$ cat src/rtl/seq_multiply.sv
// seq_multiply: iterative shift-add signed/unsigned multiplier with valid/ready handshake.
// Presents the extended product on acc_term only in the cycle it is consumed.
module seq_multiply #(
    parameter int MAC_MIN_WIDTH = 8,
    parameter int MAC_MUL_WIDTH = 2 * MAC_MIN_WIDTH,
    parameter int MAC_ACC_WIDTH = 4 * MAC_MIN_WIDTH
) (
    input  logic                     clk,
    input  logic                     rst,
    input  logic                     in_valid,
    output logic                     in_ready,
    input  logic [MAC_MUL_WIDTH-1:0] a,
    input  logic [MAC_MUL_WIDTH-1:0] b,
    input  logic                     is_signed,
    output logic                     out_valid,
    input  logic                     out_ready,
    output logic [MAC_ACC_WIDTH-1:0] product,
    output logic [MAC_ACC_WIDTH-1:0] acc_term
);
    localparam int W  = MAC_MUL_WIDTH;
    localparam int CW = $clog2(W);
    typedef enum logic [1:0] {IDLE, BUSY, DONE} state_t;
    state_t                   r_state, w_next;
    logic [CW-1:0]            r_cnt;
    logic [W-1:0]             r_mcand, r_hi, r_lo;
    logic                     r_neg, r_signed;
    logic [MAC_ACC_WIDTH-1:0] r_product;
    logic                     w_accept;
    logic [W:0]               w_sum;
    logic [2*W-1:0]           w_mag, w_res;

    always_ff @(posedge clk or negedge rst)
        if (!rst) r_state <= IDLE;
        else      r_state <= w_next;

    always_comb begin
        w_next = (r_state == IDLE) ? (in_valid ? BUSY : IDLE) :
                 (r_state == BUSY) ? (r_cnt == '0 ? DONE : BUSY) :
                 (r_state == DONE) ? (out_ready ? (in_valid ? BUSY : IDLE) : DONE) : IDLE;
    end

    always_comb begin
        in_ready  = (r_state == IDLE) || (r_state == DONE && out_ready);
        out_valid = (r_state == DONE);
        product   = r_product;
        acc_term  = (out_valid && out_ready) ? r_product : '0;
    end

    assign w_accept = in_valid && in_ready;
    // Right-shifting accumulator: the multiplier drains out of r_lo as product bits fill in.
    assign w_sum    = {1'b0, r_hi} + (r_lo[0] ? {1'b0, r_mcand} : '0);
    assign w_mag    = {w_sum, r_lo[W-1:1]};
    assign w_res    = r_neg ? -w_mag : w_mag;

    always_ff @(posedge clk or negedge rst)
        if (!rst) begin
            r_cnt     <= '0;
            r_mcand   <= '0;
            r_hi      <= '0;
            r_lo      <= '0;
            r_neg     <= 1'b0;
            r_signed  <= 1'b0;
            r_product <= '0;
        end else if (w_accept) begin
            r_cnt    <= CW'(W - 1);
            r_mcand  <= (is_signed && a[W-1]) ? -a : a;
            r_lo     <= (is_signed && b[W-1]) ? -b : b;
            r_hi     <= '0;
            r_neg    <= is_signed && (a[W-1] ^ b[W-1]);
            r_signed <= is_signed;
        end else if (r_state == BUSY) begin
            r_hi  <= w_sum[W:1];
            r_lo  <= {w_sum[0], r_lo[W-1:1]};
            r_cnt <= (r_cnt == '0) ? '0 : r_cnt - 1'b1;
            if (r_cnt == '0)
                r_product <= r_signed ? MAC_ACC_WIDTH'($signed(w_res)) : MAC_ACC_WIDTH'(w_res);
        end
endmodule

$ cat config.mk
export PLATFORM = sky130hd
export DESIGN_NAME = seq_multiply
export DESIGN_NICKNAME = d
export VERILOG_FILES = /design/src/rtl/seq_multiply.sv
export SDC_FILE = /design/constraint.sdc
export NUM_CORES = 1
export LEC_CHECK = 0
export CORE_ASPECT_RATIO = 1.25
export CORE_MARGIN = 2
export CORE_UTILIZATION = 48
export DETAILED_ROUTE_END_ITERATION = 12
export MAX_ROUTING_LAYER = met4
export PLACE_DENSITY = 0.77
export SYNTH_ARGS = -nofsm -noshare
export SYNTH_HDL_FRONTEND = slang
export SYNTH_SLANG_ARGS = --single-unit
$ cat constraint.sdc
create_clock -name clk -period 3.3 [get_ports clk]
set_clock_uncertainty 0.05 [all_clocks]
set_input_delay 0.825 -clock clk [delete_from_list [all_inputs] [get_ports clk]]
set_output_delay 0.825 -clock clk [all_outputs]
set_load 0.01 [all_outputs]
==> results.yml <==
status:
  status: "complete, no violations"
floorplan:
  chipWidth_um: 101
  die_area_um2: 12600
  io_pins: 103
  initial_core_util_pct: 48.8
  coreArea_um2: 11600
  die_y_um: 125
  core.rowCount: 44
clocking:
  insertion_delay_ps: 340
  clock-sinks: 87
  cts_root_buf: "clkbuf_16"
  htreeDepth: 3
  cts_hold_buffers: 0
  cts_buffer_depth: 2
  cts_tree: "done"
  cts_buffers: 9
  cts.clk_slew.worst_paths_ps: 60
sta:
  finalHoldViolCount: 0
  fin_crit_ps: 3200
  tightest_slew_ps: 1090
  slew_headroom_pct: 27.1
  clock.fmax_mhz: 313
  fin_ws_ps: 104
  rsz0062_at_grt: "true"
  fin_crit_sh_pct: 96.8
  slew_violations: 0
  finalSetupViolCount: 0
power_and_ir_drop:
  power.density_nw_per_um2: 963
  p_leak_nw: 3.32
  ir_worst_vdd_mv: 0.535
drt:
  drc_errors: 0
  vias: 5195
  drtAntennaViolNets: 0
  dr.pass1.iters: 6
  wl_mm: 14.3
  drtIter0Drc: 291
  post_drt_wl_per_cell_um: 15.3
  avgViaCountPerCell: 5.59
min_path:
  hp-class: "reg -> reg"
logic_synthesis:
  syn_area_um2: 5640
  synth_flop_cell: "dfrtp_1"
  syn_nets: 714
  synthCells: 657
  synth_top_area_cell: "dfrtp_1"
  ys_warn_count: 0
  ys_ff_latch: 87
  synth_top_area_share_pct: 38.6
  yosys-top-cells-area: "dfrtp_1, o21ai_0, nand2_1"
  synth_area_per_cell_um2: 8.58
  ys_seq_area_share_pct: 38.6
  synthArstFlopShare_pct: 100
  yosysUniqueCellTypes: 56
  synth_edf_count: 0
worst_setup_path:
  crit_arrival_ps: 3340
  required_ps: 3450
  crit_fanout: 11
  critPathKind: "reg -> reg"
  critPathCaptureType: "flip-flop"
  crit_path_start_kind: "flip-flop"
global_routing:
  grt_remaining_overflow: 0
  antenna_found_initial: 0
  grt_pass1_wl_mm: 23.3
  grt_max_degree: 88
  grt_pass1_vias: 4922
  grt_usage_pct: 23.4
cells_and_area:
  fill_cells: 965
  diodes: 0
  syn2layout_area_growth_pct: 33.4
  design_area_um2: 7520
  nets: 844
  drive_gt1_share_pct: 12.8
  stdcell_count: 930
placement:
  dp.cells: 905
  hpwl_mm: 10.7
  dpl_cell_area_um2: 7030
  io_buffer_count: 102
  pre_cts_slack_ps: -124
  routabilityCongestion: 0.928
job:
  maxCapViolations: 0
-- area by class of cell --
class / instances / area, um2 / share of cell area (%)
Sequential cell: 87 / 2180 / 29.0
Inverter: 16 / 60.1 / 0.799
Multi-Input combinational cell: 517 / 3400 / 45.3
Tap cell: 138 / 173 / 2.30
Timing Repair Buffer: 156 / 1430 / 19.0
Clock buffer: 13 / 260 / 3.46
Clock inverter: 3 / 17.5 / 0.233
-- worst paths after layout --
check	from	to	slack [ps]	cells past startpoint
worst max-delay path	r_lo[0]	product[31]	100	13
worst min-delay path	r_mcand[11]	r_mcand[11]	420	2
worst max register to register	r_lo[0]	product[31]	100	13
worst min register to register	r_mcand[11]	r_mcand[11]	420	2
max in group asynchronous	rst	r_lo[4]	1850	1
min in group asynchronous	rst	r_mcand[11]	640	1
-- sequential cells by signal, indices dropped and copies added (netlist names) --
name,flops
product,32
r_cnt,4
r_hi,16
r_lo,16
r_mcand,16
r_neg,1
r_state,2
-- critical path: stages (launching register included) --
cell and delay, ps:
dfrtp_1 390, buf_6 140, and2_1 160, ha_4 230
a211o_1 280, a221oi_2 330, o211ai_1 200, a21o_1 230
nand4_1 140, o311ai_2 120, buf_4 180, o41ai_4 340
xnor2_1 170, o21ai_1 90
-- cell usage in the layout (no fill, tap or decap), types with 9 or more instances in the layout --
| cell type | Yosys | routed |
|---|---|---|
| a21oi_1 | 22 | 19 |
| a22oi_1 | 13 | 13 |
| and2_1 | 20 | 19 |
| and3_1 | 33 | 32 |
| buf_4 | 0 | 54 |
| clkbuf_16 | 0 | 9 |
| clkdlybuf4s50_1 | 0 | 101 |
| dfrtp_1 | 87 | 87 |
| ha_1 | 19 | 15 |
| inv_1 | 16 | 16 |
| nand2_1 | 89 | 89 |
| nand3_1 | 20 | 20 |
| nor2_1 | 20 | 20 |
| nor3_1 | 11 | 10 |
| o21ai_0 | 91 | 90 |
| o21ai_1 | 8 | 9 |
| xnor2_1 | 38 | 37 |
| xor2_1 | 28 | 28 |
-- per-layer routing --
metal	vias up	share of wire [%]	track usage, %
met5	-	0	-
met4	0	2.3	7.71
li1	2602	-	-
met3	23	4.0	3.19
met1	2418	45	30.9
met2	152	49	37.3
-- synthesized netlist by cell type, types with 19 or more instances --
library cell  instances
and3_1               33
xnor2_1              38
xor2_1               28
ha_1                 19
a21oi_1              22
o21ai_0              91
and2_1               20
nor2_1               20
clkbuf_1             35
nand3_1              20
nand2_1              89
dfrtp_1              87
-- cells by family after synthesis --
group / count (synthesis) / share of synthesized area [%]
flip-flops: 87 / 38.6
multiplexers: 4 / 0.755
buffers and inverters: 53 / 3.53
AO/OA/AOI/OAI: 189 / 20.4
adder cells (fa/ha/maj): 20 / 4.57
XOR/XNOR: 66 / 10.3
AND/OR/NAND/NOR: 238 / 21.9
-- through the flow --
step           total power, mW  TNS (ps)  hold WS [ps]  utilization, %
6_report                  7.24         0           423            65.0
5_1_grt                   7.83      -102           451            65.0
4_1_cts                   7.03     -51.8           429            64.0
3_5_place_dp              5.94      -295           415            60.8
3_3_place_gp              5.80         0           409            60.8
2_1_floorplan             4.34         0           388               -
-- where the power goes --
group	switching (mW)	total (mW)	internal, mW
sequential	0.451	2.02	1.57
combinational	2.20	4.28	2.07
clock	0.399	0.948	0.549
total	3.05	7.24	4.19
-- repair_timing --
item,4_1_cts,5_1_grt
buffers inserted,2,7
pin swaps,13,19
resized for setup,14,12
endpoints found under the setup margin,4,4
Note: power is estimated with default switching activity, not from simulation.
